==> src/rtl/ucsbece154b_prefetch_buffer_pkg.sv <==
// Shared types and constants for the ucsbece154b instruction prefetch stream buffer.
package ucsbece154b_prefetch_pkg;

    localparam int WORD_BYTES    = 4;
    localparam int DEFAULT_DEPTH = 4;

    typedef enum logic {
        IDLE   = 1'b0,
        STREAM = 1'b1
    } pf_state_e;

endpackage

==> src/rtl/ucsbece154b_prefetch_buffer_if.sv <==
// Instruction memory read port: in-order single-word requests, one response word each.
interface ucsbece154b_prefetch_buffer_if;

    logic        mem_req_o;
    logic [31:0] mem_addr_o;
    logic        mem_ready_i;
    logic        mem_rvalid_i;
    logic [31:0] mem_rdata_i;

    modport master (
        output mem_req_o,
        output mem_addr_o,
        input  mem_ready_i,
        input  mem_rvalid_i,
        input  mem_rdata_i
    );

    modport slave (
        input  mem_req_o,
        input  mem_addr_o,
        output mem_ready_i,
        output mem_rvalid_i,
        output mem_rdata_i
    );

endinterface

==> src/rtl/ucsbece154b_prefetch_buffer_fifo.sv <==
// DEPTH-entry circular word FIFO; clear wins over push/pop, pointers wrap naturally.
module ucsbece154b_prefetch_fifo #(
    parameter int DEPTH = 4,
    parameter int CW    = $clog2(DEPTH) + 1
) (
    input  logic          clk,
    input  logic          reset,
    input  logic          clear_i,
    input  logic          push_i,
    input  logic [31:0]   wdata_i,
    input  logic          pop_i,
    output logic [31:0]   rdata_o,
    output logic [CW-1:0] count_o,
    output logic          empty_o
);

    localparam int PW = $clog2(DEPTH);
    localparam logic [PW-1:0] PTR_ONE = PW'(1);

    logic [DEPTH-1:0][31:0] mem_q;
    logic [PW-1:0]          rd_ptr_q, rd_ptr_d;
    logic [PW-1:0]          wr_ptr_q, wr_ptr_d;
    logic [CW-1:0]          count_q,  count_d;

    always_comb begin
        rd_ptr_d = rd_ptr_q;
        wr_ptr_d = wr_ptr_q;
        count_d  = count_q;
        if (clear_i) begin
            rd_ptr_d = '0;
            wr_ptr_d = '0;
            count_d  = '0;
        end else begin
            if (push_i) wr_ptr_d = wr_ptr_q + PTR_ONE;
            if (pop_i)  rd_ptr_d = rd_ptr_q + PTR_ONE;
            count_d = count_q + CW'(push_i) - CW'(pop_i);
        end
    end

    always_ff @(posedge clk) begin
        if (reset) begin
            mem_q    <= '0;
            rd_ptr_q <= '0;
            wr_ptr_q <= '0;
            count_q  <= '0;
        end else begin
            if (push_i && !clear_i) mem_q[wr_ptr_q] <= wdata_i;
            rd_ptr_q <= rd_ptr_d;
            wr_ptr_q <= wr_ptr_d;
            count_q  <= count_d;
        end
    end

    assign rdata_o = mem_q[rd_ptr_q];
    assign count_o = count_q;
    assign empty_o = (count_q == '0);

endmodule

==> src/rtl/ucsbece154b_prefetch_buffer.sv <==
// Sequential prefetch stream buffer feeding the F stage; serves head hits in zero cycles
// and restarts on redirect, dropping responses that belong to the abandoned stream.
module ucsbece154b_prefetch_buffer
    import ucsbece154b_prefetch_pkg::*;
#(
    parameter int DEPTH = DEFAULT_DEPTH,
    parameter int CW    = $clog2(DEPTH) + 1
) (
    input  logic        clk,
    input  logic        reset,
    input  logic        fetch_req_i,
    input  logic [31:0] fetch_pc_i,
    output logic        fetch_valid_o,
    output logic [31:0] fetch_instr_o,
    input  logic        flush_i,
    input  logic [31:0] flush_pc_i,
    ucsbece154b_prefetch_buffer_if.master mem
);

    localparam logic [31:0] STEP    = 32'(WORD_BYTES);
    localparam logic [CW:0] BUDGET  = (CW+1)'(DEPTH);

    pf_state_e     state_q, state_d;
    logic [31:0]   head_addr_q, head_addr_d;
    logic [31:0]   next_addr_q, next_addr_d;
    logic [CW-1:0] outstanding_q, outstanding_d;
    logic [CW-1:0] discard_q, discard_d;

    logic          redirect, hit, issue, mem_req;
    logic          rsp_live, rsp_drop;
    logic [31:0]   target;
    logic [31:0]   fifo_rdata;
    logic [CW-1:0] fifo_count;
    logic          fifo_empty;
    logic [CW:0]   budget_used;

    // A fetch in IDLE, a fetch off the head, or a flush all restart the stream.
    assign redirect = flush_i | (fetch_req_i & ((state_q == IDLE) | (fetch_pc_i != head_addr_q)));
    assign target   = flush_i ? flush_pc_i : fetch_pc_i;
    assign hit      = (state_q == STREAM) & ~flush_i & fetch_req_i
                    & (fetch_pc_i == head_addr_q) & ~fifo_empty;

    // Words still owed to a dead stream do not reserve FIFO space.
    assign budget_used = {1'b0, fifo_count} + {1'b0, outstanding_q};
    assign mem_req     = (state_q == STREAM) & ~redirect & (budget_used < BUDGET);
    assign issue       = mem_req & mem.mem_ready_i;

    assign rsp_drop = mem.mem_rvalid_i & (discard_q != '0);
    assign rsp_live = mem.mem_rvalid_i & (discard_q == '0);

    assign fetch_valid_o  = hit;
    assign fetch_instr_o  = hit ? fifo_rdata : 32'h0;
    assign mem.mem_req_o  = mem_req;
    assign mem.mem_addr_o = next_addr_q;

    ucsbece154b_prefetch_fifo #(
        .DEPTH (DEPTH),
        .CW    (CW)
    ) u_fifo (
        .clk     (clk),
        .reset   (reset),
        .clear_i (redirect),
        .push_i  (rsp_live),
        .wdata_i (mem.mem_rdata_i),
        .pop_i   (hit),
        .rdata_o (fifo_rdata),
        .count_o (fifo_count),
        .empty_o (fifo_empty)
    );

    always_comb begin
        state_d       = state_q;
        head_addr_d   = head_addr_q;
        next_addr_d   = next_addr_q;
        outstanding_d = outstanding_q;
        discard_d     = discard_q;
        if (redirect) begin
            state_d       = STREAM;
            head_addr_d   = target;
            next_addr_d   = target;
            outstanding_d = '0;
            // Everything still in flight is stale except a word landing right now.
            discard_d     = discard_q + outstanding_q - CW'(mem.mem_rvalid_i);
        end else begin
            if (hit)   head_addr_d = head_addr_q + STEP;
            if (issue) next_addr_d = next_addr_q + STEP;
            outstanding_d = outstanding_q + CW'(issue) - CW'(rsp_live);
            discard_d     = discard_q - CW'(rsp_drop);
        end
    end

    always_ff @(posedge clk) begin
        if (reset) begin
            state_q       <= IDLE;
            head_addr_q   <= '0;
            next_addr_q   <= '0;
            outstanding_q <= '0;
            discard_q     <= '0;
        end else begin
            state_q       <= state_d;
            head_addr_q   <= head_addr_d;
            next_addr_q   <= next_addr_d;
            outstanding_q <= outstanding_d;
            discard_q     <= discard_d;
        end
    end

endmodule

==> src/flat_wrapper.sv <==
// flat-port wrapper written by rule: the top's interface ports become plain ports
module ucsbece154b_prefetch_buffer_flat import ucsbece154b_prefetch_pkg::*;
#(
    parameter int DEPTH = DEFAULT_DEPTH,
    parameter int CW    = $clog2(DEPTH) + 1
)
  (clk, reset, fetch_req_i, fetch_pc_i, fetch_valid_o, fetch_instr_o, flush_i, flush_pc_i, mem_mem_req_o, mem_mem_addr_o, mem_mem_ready_i, mem_mem_rvalid_i, mem_mem_rdata_i);
  ucsbece154b_prefetch_buffer_if mem_i ();
  input  logic clk;
  input  logic reset;
  input  logic fetch_req_i;
  input  logic [31:0] fetch_pc_i;
  output logic fetch_valid_o;
  output logic [31:0] fetch_instr_o;
  input  logic flush_i;
  input  logic [31:0] flush_pc_i;
  output wire logic [$bits(mem_i.mem_req_o)-1:0] mem_mem_req_o;
  output wire logic [$bits(mem_i.mem_addr_o)-1:0] mem_mem_addr_o;
  input wire logic [$bits(mem_i.mem_ready_i)-1:0] mem_mem_ready_i;
  input wire logic [$bits(mem_i.mem_rvalid_i)-1:0] mem_mem_rvalid_i;
  input wire logic [$bits(mem_i.mem_rdata_i)-1:0] mem_mem_rdata_i;
  assign mem_mem_req_o = mem_i.mem_req_o;
  assign mem_mem_addr_o = mem_i.mem_addr_o;
  assign mem_i.mem_ready_i = mem_mem_ready_i;
  assign mem_i.mem_rvalid_i = mem_mem_rvalid_i;
  assign mem_i.mem_rdata_i = mem_mem_rdata_i;
  ucsbece154b_prefetch_buffer #(.DEPTH(DEPTH), .CW(CW)) u_core (.clk(clk), .reset(reset), .fetch_req_i(fetch_req_i), .fetch_pc_i(fetch_pc_i), .fetch_valid_o(fetch_valid_o), .fetch_instr_o(fetch_instr_o), .flush_i(flush_i), .flush_pc_i(flush_pc_i), .mem(mem_i));
endmodule
==> config.mk <==
export PLATFORM = sky130hd
export DESIGN_NAME = ucsbece154b_prefetch_buffer_flat
export DESIGN_NICKNAME = d
export VERILOG_FILES = /design/src/rtl/ucsbece154b_prefetch_buffer_pkg.sv /design/src/rtl/ucsbece154b_prefetch_buffer_if.sv /design/src/rtl/ucsbece154b_prefetch_buffer_fifo.sv /design/src/rtl/ucsbece154b_prefetch_buffer.sv /design/src/flat_wrapper.sv
export SDC_FILE = /design/constraint.sdc
export NUM_CORES = 1
export LEC_CHECK = 0
export BUFFER_PORTS_ARGS = -buffer_cell sky130_fd_sc_hd__buf_4
export CORE_UTILIZATION = 45
export DETAILED_ROUTE_END_ITERATION = 16
export PLACE_DENSITY = 0.65
export REMOVE_ABC_BUFFERS = 1
export SETUP_SLACK_MARGIN = 0.4
export SLEW_MARGIN = 25
export SYNTH_ARGS = -nofsm -noshare
export SYNTH_HDL_FRONTEND = slang
export SYNTH_HIERARCHICAL = 1
export SYNTH_SLANG_ARGS = --single-unit
export TNS_END_PERCENT = 30
==> constraint.sdc <==
create_clock -name clk -period 3.9 [get_ports clk]
set_clock_uncertainty 0.2 [all_clocks]
set_input_delay 0.78 -clock clk [delete_from_list [all_inputs] [get_ports clk]]
set_output_delay 0.78 -clock clk [all_outputs]
set_load 0.01 [all_outputs]
Word-level counts from Yosys, hierarchy flattened
Cells that the tools add are included.
{"block": "word_totals", "regBits": 206, "in_bits": 102, "out_inout_bits": 66, "wordCells": 67}
{"block": "classes", "addsub": 12, "magnitude_cmp": 4, "eq_ne": 2, "mux": 12, "bitwise_logic": 16, "reduce_logical": 9}
{"operator": "$mux W32", "count": 8}
{"operator": "$bwmux W128", "count": 1}
{"operator": "$add A32 B3 Y32 const B", "count": 2}
{"operator": "$bmux W32 S2", "count": 1}
{"operator": "$demux W32 S2", "count": 1}
{"operator": "$eq A32 B32 Y1", "count": 1}
{"operator": "$ne A32 B32 Y1", "count": 1}
{"operator": "$sub A3 B1 Y3", "count": 4}
{"operator": "$and A1 B1 Y1", "count": 10}
{"operator": "$add A3 B1 Y3", "count": 2}
{"operator": "$logic_not A3 Y1", "count": 2}
{"operator": "$lt A2 B3 Y1 const B", "count": 2}
{"operator": "$add A2 B1 Y2 const B", "count": 2}
{"operator": "$add A3 B3 Y4", "count": 1}
{"operator": "$lt A4 B3 Y1 const B", "count": 1}
{"operator": "$not A1 Y1", "count": 4}
{"operator": "$reduce_bool A2 Y1", "count": 2}
{"operator": "$add A3 B3 Y3", "count": 1}
{"operator": "$mux W3", "count": 1}
{"operator": "$reduce_bool A3 Y1", "count": 1}
{"operator": "$ge A2 B1 Y1 const B", "count": 1}
{"operator": "$logic_and A1 B1 Y1", "count": 2}
{"operator": "$or A1 B1 Y1", "count": 2}
{"operator": "$reduce_or A2 Y1", "count": 1}
{"operator": "$logic_not A1 Y1", "count": 1}

Logic depth before layout (Yosys ltp)
Gate-level depths: netlist of the first run.
{"block": "logic_depth", "word_depth": 10, "mapped_depth": 15, "ltp_nobuf": 13}

By module
Netlist of the first run, hierarchy kept.
{"mod": "ucsbece154b_prefetch_fifo", "n_inst": 1, "cells_per_inst": 534, "area_per_inst_um2": 6333.6, "seq_area_each_um2": 2702.6}
{"mod": "ucsbece154b_prefetch_buffer", "n_inst": 1, "cells_per_inst": 578, "area_per_inst_um2": 4785.8, "seq_area_each_um2": 1381.3}

Worst setup path after synthesis of the first run
Ideal clock, no wire load.
{"block": "synth_path", "kind": "input to register", "from": "input fetch_pc_i[28]", "to": "register u_core.outstanding_q[2]", "setup_ns": 0.132, "arrival_time_ns": 3.318, "required_time_ns": 3.568, "path_slack_ns": 0.251, "stages": 14, "n_path_buf": 1, "cell_sequence": "xor2_1 > nor4_1 > nand2_1 > nand4b_1 > nand2_1 > clkbuf_1 > nand2_1 > ha_1 > inv_1 > ha_1 > fa_1 > xnor2_1 > xnor2_1 > nor3_1"}
{"block": "synth_between", "elab_chain_len": 10, "elab_cells_between_ends": 11, "classes_between": "2 x add/sub; 1 x eq/ne; 7 x bitwise; 1 x reduce/logical"}
{"element": "from (decl)", "line": "flat_wrapper.sv:12", "text": "input logic [31:0] fetch_pc_i;"}
{"element": "$ne A32 B32 Y1 (*)", "line": "ucsbece154b_prefetch_buffer.sv:38", "text": "assign redirect = flush_i | (fetch_req_i & ((state_q == IDLE) | (fetch_pc_i != head_addr_q)));"}
{"element": "$or A1 B1 Y1 (*)", "line": "ucsbece154b_prefetch_buffer.sv:38"}
{"element": "$and A1 B1 Y1 (*)", "line": "ucsbece154b_prefetch_buffer.sv:38"}
{"element": "$or A1 B1 Y1 (*)", "line": "ucsbece154b_prefetch_buffer.sv:38"}
{"element": "$not A1 Y1", "line": "ucsbece154b_prefetch_buffer.sv:45", "text": "assign mem_req = (state_q == STREAM) & ~redirect & (budget_used < BUDGET);"}
{"element": "$and A1 B1 Y1 (2 in series)", "line": "ucsbece154b_prefetch_buffer.sv:45"}
{"element": "$and A1 B1 Y1", "line": "ucsbece154b_prefetch_buffer.sv:46", "text": "assign issue = mem_req & mem.mem_ready_i;"}
{"element": "$add A3 B1 Y3", "line": "ucsbece154b_prefetch_buffer.sv:87", "text": "outstanding_d = outstanding_q + CW'(issue) - CW'(rsp_live);"}
{"element": "$sub A3 B1 Y3", "line": "ucsbece154b_prefetch_buffer.sv:87"}
{"element": "to (signal assigned)", "line": "ucsbece154b_prefetch_buffer.sv:103", "text": "outstanding_q <= outstanding_d;"}
{"element": "to (decl)", "line": "ucsbece154b_prefetch_buffer.sv:26", "text": "logic [CW-1:0] outstanding_q, outstanding_d;"}
Every way passes the cells marked *; elsewhere a longest branch is shown, timed or not.
A chain may end at the register's enable or synchronous reset.

Worst setup path after layout of the first run
{"block": "layout_path", "from": "input fetch_pc_i[20]", "to": "output fetch_instr_o[22]"}
{"block": "layout_between", "elab_chain_len": 4}
{"element": "$eq A32 B32 Y1", "line": "ucsbece154b_prefetch_buffer.sv:41", "text": "& (fetch_pc_i == head_addr_q) & ~fifo_empty;"}
{"element": "$and A1 B1 Y1 (2 in series)", "line": "ucsbece154b_prefetch_buffer.sv:41"}
{"element": "$mux W32", "line": "ucsbece154b_prefetch_buffer.sv:52", "text": "assign fetch_instr_o = hit ? fifo_rdata : 32'h0;"}
{"element": "to (decl)", "line": "flat_wrapper.sv:14", "text": "output logic [31:0] fetch_instr_o;"}
Every way passes these cells.

==> results of run 1 <==
Yosys cell counts, types with 3 or more instances:
cell type and count:
a31o_2 26, or4_1 7, nand3_1 22, a21boi_0 7, a21oi_1 41, nand3b_1 6, fa_1 3, o31ai_1 5
nor4_1 19, or2_2 3, clkbuf_1 49, or3_1 10, xnor2_1 51, nand2_1 29, nand4_1 26, inv_1 23
mux2i_1 161, nor2_1 27, o21ai_0 9, a211oi_1 4, mux4_1 3, a31oi_1 19, buf_2 10, and4_1 8
dfxtp_1 204, buf_6 19, ha_1 17, mux4_2 29, and2_1 36, xor2_1 27, nand2b_1 164, nor3_1 12
and3_1 8
state kept, by name, indices dropped and copies added (netlist names):
register                count
u_core/u_fifo/mem_q       128
u_core/head_addr_q         31
u_core/mem.mem_addr_o      31
u_core/discard_q            3
u_core/outstanding_q        3
u_core/u_fifo/count_o       3
u_core/u_fifo/rd_ptr_q      2
u_core/u_fifo/wr_ptr_q      2
u_core/state_q              1
area by class of cell:
| class | count | area [um2] | share of cell area [%] |
|---|---|---|---|
| Sequential cell | 204 | 4110 | 30.0 |
| Tap cell | 324 | 405 | 2.96 |
| Clock inverter | 14 | 174 | 1.27 |
| Inverter | 23 | 86.3 | 0.630 |
| Multi-Input combinational cell | 800 | 6560 | 47.9 |
| Timing Repair Buffer | 204 | 1690 | 12.3 |
| Clock buffer | 30 | 684 | 4.99 |
power groups by stage:
stage | clock network (W) | registers [W] | logic (W)
finish | 0.00240 | 0.00226 | 0.000650
detailed placement | 0 | 0.00230 | 0.000625
global route | 0.00254 | 0.00227 | 0.000711
global placement | 0 | 0.00230 | 0.000617
floorplan | 0 | 0.00229 | 0.000344
CTS | 0.00246 | 0.00225 | 0.000638
final timing paths:
path / startpoint / cells after the start / end / slack [ns]
setup / recovery: fetch_pc_i[20] / 11 / fetch_instr_o[22] / 0.35
hold / removal: u_core/u_fifo/mem_q[52] / 2 / u_core/u_fifo/mem_q[52] / 0.27
setup reg to reg: u_core/outstanding_q[2] / 11 / u_core/outstanding_q[2] / 0.67
hold reg to reg: u_core/u_fifo/mem_q[52] / 2 / u_core/u_fifo/mem_q[52] / 0.27
metal layers:
layer | share of wire (%) | wire length, um | track usage, % | up-vias
li1 | - | - | - | 4239
met3 | 7.0 | 2060 | 3.78 | 54
met2 | 46 | 13700 | 36.8 | 314
met1 | 44 | 13000 | 30.8 | 4127
met4 | 2.5 | 724 | 6.34 | 0
met5 | 0 | 0 | 0 | -
through the flow:
step                      total power, W  utilization [%]  hold slack (ns)  setup TNS, ns  std cells
after floorplan                  0.00263                -            0.243        -250.90       1027
after global placement           0.00291             51.5            0.255              0       1539
after detailed placement         0.00292             51.5            0.260              0       1539
after CTS                        0.00535             55.8            0.270              0       1589
after global routing             0.00552             56.5            0.285              0       1599
final                            0.00531             56.5            0.269              0       1599
kinds of logic (layout without fill, tap and decap cells):
group	after synthesis	after routing	synth area share, %
flip-flops	204	204	36.7
multiplexers	194	194	21.2
AO/OA/AOI/OAI	119	119	7.06
AND/OR/NAND/NOR	388	388	20.7
buffers and inverters	108	271	5.50
XOR/XNOR	79	79	6.36
adder cells (fa/ha/maj)	20	20	2.45
repair_timing:
| action | in CTS | in global routing |
|---|---|---|
| resized for setup | 18 | 20 |
| pin swaps | 5 | 7 |
| gates cloned | 2 | 2 |
| buffers inserted | 4 | 8 |
| setup endpoints to repair | 34 | 34 |
cells in the final DEF (no fill, tap or decap), types with 9 or more instances in the layout:
cell / count
nor2_1: 26
buf_4: 190
xnor2_1: 48
clkinv_2: 9
mux2i_1: 161
a21oi_1: 41
o21ai_0: 9
dfxtp_2: 10
nand2b_1: 164
a31oi_1: 19
clkbuf_16: 27
dfxtp_1: 191
xor2_1: 23
nand4_1: 26
nand3_1: 22
ha_1: 17
mux4_2: 29
or3_1: 10
nand2_1: 28
a31o_2: 26
nor4_1: 15
inv_1: 23
nor3_1: 12
and2_1: 35
critical path: cells and delay by family:
| family | cells | cell delay (ns) |
|---|---|---|
| simple gates | 5 | 0.92 |
| buf+inv | 5 | 0.71 |
| xor+xnor | 1 | 0.15 |
==> flow_summary.yaml, run 1 <==
outcome:
  outcome: "completed"
yosys:
  syn_inst: 1112
  synthTopCellsByArea: "dfxtp_1 (37%), mux2i_1 (14%), nand2b_1 (9.2%)"
  seq_area_frac_synth_pct: 36.7
  synth_top_area_cell: "dfxtp_1"
  synth.top_cell.area_share_pct: 36.7
  synth_ff_type: "dfxtp_1"
  async_flop_share_pct: 0
  synth-edff-count: 0
  synth_cell_types: 53
  yosys_warnings: 6
  ys_seq_elements: 204
  synth_area_mm2: 0.0111
  syn_avg_cell_area_um2: 10.0
placement:
  numPortBuffers: 167
  dpl-instance-area_mm2: 0.0125
  place_congestion: 0.923
  post-place-ws_ns: 0.140
  dp.final_hpwl_mm: 19.2
sta:
  fin_ws_ns: 0.352
  finalCriticalPeriod_ns: 3.55
  slew_headroom_pct: 43.7
  period_share_pct: 91.0
  setup_viol: 0
  rsz0062_at_grt: "yes"
  max_freq_ghz: 0.282
  worst_pin_slew_ns: 0.837
  hold_viol: 0
  drv_slew: 0
drt:
  wl_per_cell_um: 18.4
  drc: 0
  drtAntennaViolNets: 0
  via_count: 8734
  viasPerCell: 5.46
  drt_iter0_markers: 580
  drt_pass1_iterations: 7
  routed_wl_mm: 29.4
finish:
  area_delta_synth_final_pct: 23.3
  design_area_mm2: 0.0137
  drive_gt1_share_pct: 26.4
  fin_nets: 1379
  diodes: 0
  num-fill-cells: 2173
cts:
  htreeDepth: 1
  clkSinkCount: 204
  hold_buffers: 0
  cts_made_buffers: 24
  cts-root-buf: "clkbuf_16"
  clk_pin_slew_worst_paths_ns: 0.05
  clockBufferDepth: 3
  cts_tree: "built"
  worstSkewPairLatency_ns: 0.52
power_and_ir_drop:
  powerDensity_mw_per_mm2: 387
  power_frac_seq_pct: 42.5
  vdd_drop_max_v: 0.000291
  p_leak_nw: 5.77
  combPwrFrac_pct: 12.2
  switching_share_pct: 24.6
  clkPwrFrac_pct: 45.2
  switchingPower_w: 0.00131
  p_int_w: 0.00400
grt:
  antenna_found_initial: 0
  grt_pass1_vias: 8358
  grtUsageTotal_pct: 22.6
  grt_max_degree: 72
  grt_first_pass_wirelength_mm: 46.2
  grt-ovfl-total: 0
die:
  die_width_um: 159
  fp.dieH_um: 159
  die_area_mm2: 0.0253
  start_util_pct: 45.9
  row_count: 57
  core_area_mm2: 0.0242
  top_level_ports: 168
critical_path:
  endpoint_kind: "output port"
  max_stage_delay_ns: 0.34
  cp.required_ns: 2.92
  crit_fanout: 9
  crit_type: "input port to output port"
  worstSetupStartpointType: "input port"
  cp.arrival_ns: 2.57
  crit_path_top_delay_cell: "nor4_2"
  crit_chain: "buf_4 > xor2_1 > nor4_2 > and2_1 > nand4b_1 > buf_6 > nor2_4 > buf_6 > clkbuf_16 > and2_1 > buf_4"
job:
  max_cap_viol_count: 0
min_path:
  hold_path_class: "register to register"
(Power assumes the default switching activity.)
==> inputs of run 2 (changes only) <==
--- a/config.mk
+++ b/config.mk
@@ -6,10 +6,8 @@
 export NUM_CORES = 1
 export LEC_CHECK = 0
 export BUFFER_PORTS_ARGS = -buffer_cell sky130_fd_sc_hd__buf_4
-export CORE_UTILIZATION = 45
+export CORE_UTILIZATION = 44
 export DETAILED_ROUTE_END_ITERATION = 16
-export PLACE_DENSITY = 0.65
-export REMOVE_ABC_BUFFERS = 1
 export SETUP_SLACK_MARGIN = 0.4
 export SLEW_MARGIN = 25
 export SYNTH_ARGS = -nofsm -noshare
==> flow_summary.yaml, run 2 (synthesis gave the netlist of run 1 again) <==
sta:
  fin_ws_ns: 0.268
  max_freq_ghz: 0.275
  finalSetupTns_ns: 0
  slew_headroom_pct: 55.4
  rsz0062_at_grt: "yes"
  finalCriticalPeriod_ns: 3.63
  hold_viol: 0
  drv_slew: 0
  period_share_pct: 93.1
  worst_pin_slew_ns: 0.669
  setup_viol: 0
power_and_ir_drop:
  clkPwrFrac_pct: 43.5
  power_frac_seq_pct: 43.9
  switching_share_pct: 25.5
  p_leak_nw: 5.73
  switchingPower_w: 0.00131
  p_int_w: 0.00382
  combPwrFrac_pct: 12.6
  vdd_drop_max_v: 0.000274
  p_total_w: 0.00512
  powerDensity_mw_per_mm2: 376
grt:
  grt_first_pass_wirelength_mm: 46.5
  antenna_found_initial: 0
  grtUsageTotal_pct: 22.4
  grt_max_degree: 81
  grt-ovfl-total: 0
  grt_pass1_vias: 8434
cts:
  clkSinkCount: 204
  clockBufferDepth: 3
  worstSkewPairLatency_ns: 0.51
  cts_tree: "built"
  cts_made_buffers: 24
  htreeDepth: 1
  cts-root-buf: "clkbuf_16"
  clk_pin_slew_worst_paths_ns: 0.06
finish:
  layout_common_cells: "dfxtp_1 (198), buf_4 (181), nand2b_1 (164), mux2i_1 (161), xnor2_1 (51)"
  area_delta_synth_final_pct: 22.6
  regMostFlops: "u_core/u_fifo/mem_q"
  fin_nets: 1380
  diodes: 0
  drive_gt1_share_pct: 26.2
  final_common_cell: "dfxtp_1"
  design_area_mm2: 0.0136
  largest_reg_flops: 128
placement:
  post-place-ws_ns: 0.270
  dpl-instance-area_mm2: 0.0125
  dp.final_hpwl_mm: 19.3
  numPortBuffers: 167
  place_congestion: 0.847
critical_path:
  cp.arrival_ns: 2.65
  cp.required_ns: 2.92
  worstSetupStartpointType: "input port"
  crit_fanout: 5
  endpoint_kind: "output port"
  crit_type: "input port to output port"
die:
  die_width_um: 161
  core_area_mm2: 0.0245
  fp.dieH_um: 161
  start_util_pct: 45.3
  top_level_ports: 168
  row_count: 57
  die_area_mm2: 0.0259
job:
  max_cap_viol_count: 0
drt:
  drt_iter0_markers: 406
  via_count: 8640
  drtAntennaViolNets: 0
  routed_wl_mm: 29.7
  drt_pass1_iterations: 5
  drc: 0
  wl_per_cell_um: 18.6
  viasPerCell: 5.40
outcome:
  outcome: "completed"
yosys:
  synthesis.nets: 1234
min_path:
  hold_path_class: "register to register"
-- run 2: changes by cell type in the layout (fill, tap and decap cells not counted), moves of 3 or more --
cell and change:
and2_1 -12, buf_4 -9, dfxtp_2 -8, xnor2_1 +3, buf_6 +8, clkinv_2 -3, xnor2_2 -3, dfxtp_1 +7
and2_4 +12
-- run 2: cell type report --
class	instances	area (um2)
clock buffer	30	653
clock inverter	13	139
tap	324	405
inverter	23	86.3
timing repair buffer	205	1740
fill	2249	10900
multi-input combinational	800	6510
sequential	204	4100
-- run 2: what timing repair did --
| action | 4_1_cts | 5_1_grt |
|---|---|---|
| gates resized for setup | 4 | 38 |
| hold buffers | 0 | 0 |
| buffers inserted | 5 | 5 |
| setup endpoints to repair | 33 | 35 |
| hold endpoints to repair | 0 | 0 |
| cloned | 1 | 3 |
| pin swaps | 2 | 7 |
-- run 2: metal layers --
metal | wire length (um) | part of all wire [%] | GRT usage (%)
met1 | 14000 | 47 | 31.5
met2 | 13900 | 47 | 36.9
met3 | 1360 | 4.6 | 2.95
met4 | 362 | 1.2 | 4.76
met5 | 0 | 0 | 0
-- run 2: worst max-delay path, cell delays in order --
cell and delay (ns):
buf_6 0.10, xor2_2 0.17, nor4_2 0.31, buf_4 0.18, and2_4 0.13, nand4b_1 0.20, nor2_4 0.21, buf_8 0.16
clkbuf_16 0.16, and2_4 0.13, buf_4 0.11
-- run 2: final timing paths --
check	startpoint	end	slack, ns	cells past startpoint
setup / recovery	fetch_pc_i[20]	fetch_instr_o[9]	0.27	11
hold / removal	u_core/u_fifo/mem_q[50]	u_core/u_fifo/mem_q[50]	0.27	2
setup reg to reg	u_core/head_addr_q[6]	u_core/u_fifo/count_o[2]	0.59	15
hold reg to reg	u_core/u_fifo/mem_q[50]	u_core/u_fifo/mem_q[50]	0.27	2
-- run 2: metrics by stage --
step                      hold WS [ns]  utilization, %  instances
final                            0.269            55.6       1599
after global routing             0.291            55.6       1599
after floorplan                  0.244               -       1112
after global placement           0.255            51.1       1542
after detailed placement         0.259            51.1       1542
after CTS                        0.272            54.6       1591
-- run 2: power by group through the flow --
stage | logic, W | clock network [W] | registers, W
floorplan | 0.000390 | 0 | 0.00228
global placement | 0.000626 | 0 | 0.00229
detailed placement | 0.000628 | 0 | 0.00230
CTS | 0.000632 | 0.00229 | 0.00225
global route | 0.000705 | 0.00238 | 0.00226
finish | 0.000645 | 0.00223 | 0.00225
==> inputs of run 3 (changes only) <==
--- a/config.mk
+++ b/config.mk
@@ -12,6 +12,5 @@
 export SLEW_MARGIN = 25
 export SYNTH_ARGS = -nofsm -noshare
 export SYNTH_HDL_FRONTEND = slang
-export SYNTH_HIERARCHICAL = 1
 export SYNTH_SLANG_ARGS = --single-unit
 export TNS_END_PERCENT = 30
==> flow_summary.yaml, run 3 <==
grt:
  grt_first_pass_wirelength_mm: 42.7
  grt_max_degree: 64
  antenna_found_initial: 0
  grt_pass1_vias: 7939
  grtUsageTotal_pct: 22.2
  grt-ovfl-total: 0
power_and_ir_drop:
  p_leak_nw: 5.00
  power_frac_seq_pct: 43.4
  clkPwrFrac_pct: 43.1
  combPwrFrac_pct: 13.5
  powerDensity_mw_per_mm2: 395
  switchingPower_w: 0.00131
  vdd_drop_max_v: 0.000364
  p_int_w: 0.00390
  switching_share_pct: 25.1
finish:
  fin_nets: 1336
  layout_common_cells: "buf_4 (190), dfxtp_1 (190), mux2i_1 (161), nor2_1 (155), xor2_1 (48)"
  diodes: 0
  largest_reg_flops: 128
  final_cells: 1543
  num-fill-cells: 2073
  drive_gt1_share_pct: 27.6
  area_delta_synth_final_pct: 26.4
  regMostFlops: "u_core.u_fifo.mem_q"
die:
  die_width_um: 156
  start_util_pct: 45.4
  die_area_mm2: 0.0243
  top_level_ports: 168
  core_area_mm2: 0.0229
  fp.dieH_um: 156
  row_count: 55
yosys:
  syn_avg_cell_area_um2: 9.93
  synthesis.nets: 1171
  syn_inst: 1049
  synth_top_area_cell: "dfxtp_1"
  synth-edff-count: 0
  synth.top_cell.area_share_pct: 39.2
  synth_area_mm2: 0.0104
  synth_ff_type: "dfxtp_1"
  yosys_warnings: 0
  synthTopCellsByArea: "dfxtp_1 (39%), mux2i_1 (15%), mux4_2 (6.9%)"
  seq_area_frac_synth_pct: 39.2
  synthTopCellsByCount: "dfxtp_1 (204), mux2i_1 (161), nor2_1 (156), xor2_1 (54), nand2_1 (41)"
  synth_cell_types: 47
  ys_seq_elements: 204
  async_flop_share_pct: 0
  synth.most_common_cell: "dfxtp_1"
cts:
  clockBufferDepth: 3
  clkSinkCount: 204
  worstSkewPairLatency_ns: 0.51
  htreeDepth: 1
  cts_made_buffers: 24
  clk_pin_slew_worst_paths_ns: 0.05
  cts-root-buf: "clkbuf_16"
  hold_buffers: 0
  cts_tree: "built"
critical_path:
  cp.arrival_ns: 2.57
  endpoint_kind: "output port"
  worstSetupStartpointType: "input port"
  crit_fanout: 10
  cp.required_ns: 2.92
  crit_type: "input port to output port"
placement:
  numPortBuffers: 167
  dp.final_hpwl_mm: 18.0
  dpl.cell_count: 1483
  place_congestion: 0.924
min_path:
  hold_path_class: "register to register"
drt:
  drt_pass1_iterations: 4
  drc: 0
  routed.top_layer: "met4"
  routed-wl-met2_mm: 13.0
  viasPerCell: 5.23
  wl_met3_mm: 1.68
  drt_iter0_markers: 411
  drtAntennaViolNets: 0
  via_count: 8068
  wl_per_cell_um: 17.8
  routed_wl_mm: 27.5
  wirelength_met1_mm: 12.2
sta:
  drv_slew: 0
  slew_headroom_pct: 52.7
  setup_viol: 0
  finalSetupTns_ns: 0
  hold_viol: 0
  rsz0062_at_grt: "yes"
  period_share_pct: 91.0
  max_freq_ghz: 0.282
  worst_pin_slew_ns: 0.704
  finalCriticalPeriod_ns: 3.55
outcome:
  outcome: "completed"
job:
  max_cap_viol_count: 0
## run 3: per-layer routing
metal | track usage (%) | vias up
li1 | - | 3965
met1 | 29.1 | 3822
met2 | 37.2 | 230
met3 | 3.36 | 51
met4 | 7.33 | 0
met5 | 0 | -
## run 3: worst max-delay path, cell delays in order
cell	delay, ns
buf_4	0.12
xor2_1	0.19
nor4_4	0.35
and4_1	0.25
nand4_1	0.17
inv_4	0.19
buf_4	0.21
and2_1	0.18
buf_4	0.13
## run 3: cell families (layout without fill, tap and decap cells)
group / count (synthesis) / in the layout / synth area share [%]
muxes: 195 / 195 / 22.6
and+or+nand+nor: 352 / 352 / 16.5
DFF: 204 / 204 / 39.2
xor gates and xnor gates: 92 / 92 / 7.74
buffers and inverters: 85 / 266 / 3.93
adders and majority gates: 20 / 20 / 2.62
AOI/OAI and AO/OA: 101 / 101 / 7.39
## run 3: final timing paths
check	start	to	slack, ns	cells after the start
worst max-delay path	fetch_pc_i[24]	fetch_instr_o[29]	0.35	9
worst min-delay path	u_core.u_fifo.mem_q[95]	u_core.u_fifo.mem_q[95]	0.28	2
worst max register to register	u_core.head_addr_q[31]	u_core.discard_q[2]	0.58	16
worst min register to register	u_core.u_fifo.mem_q[95]	u_core.u_fifo.mem_q[95]	0.28	2
## run 3: metrics by stage
stage / power [W] / cell area (um2) / hold WS [ns] / utilization (%) / setup WS, ns
after global placement: 0.00295 / 12000 / 0.268 / 52.2 / 0.250
after global routing: 0.00542 / 13200 / 0.295 / 57.5 / 0.272
final: 0.00520 / 13200 / 0.285 / 57.5 / 0.353
after detailed placement: 0.00296 / 12000 / 0.275 / 52.2 / 0.234
after CTS: 0.00522 / 12900 / 0.291 / 56.2 / 0.324
after floorplan: 0.00270 / 10400 / 0.254 / - / 0.237
## run 3: repair_timing
action / 4_1_cts / 5_1_grt
setup buffers: 9 / 6
resized for setup: 14 / 34
pin swaps: 5 / 3
setup endpoints to repair: 1 / 66
hold endpoints to repair: 0 / 0
gates cloned: 0 / 3
## run 3: final cells by class
type | count | area [um2] | share of cell area [%]
well taps | 313 | 392 | 2.97
clock inverters | 5 | 52.6 | 0.399
inverters | 19 | 73.8 | 0.561
repair buffers | 205 | 1690 | 12.9
flip-flops and latches | 204 | 4110 | 31.2
multi-input cells | 760 | 6090 | 46.3
clock buffers | 37 | 751 | 5.70
## run 3: power groups by stage
| stage | logic, W | registers, W | clock network, W |
|---|---|---|---|
| 2_1_floorplan | 0.000410 | 0.00229 | 0 |
| 3_3_place_gp | 0.000656 | 0.00230 | 0 |
| 3_5_place_dp | 0.000661 | 0.00230 | 0 |
| 4_1_cts | 0.000675 | 0.00225 | 0.00229 |
| 5_1_grt | 0.000769 | 0.00227 | 0.00238 |
| 6_report | 0.000701 | 0.00226 | 0.00224 |
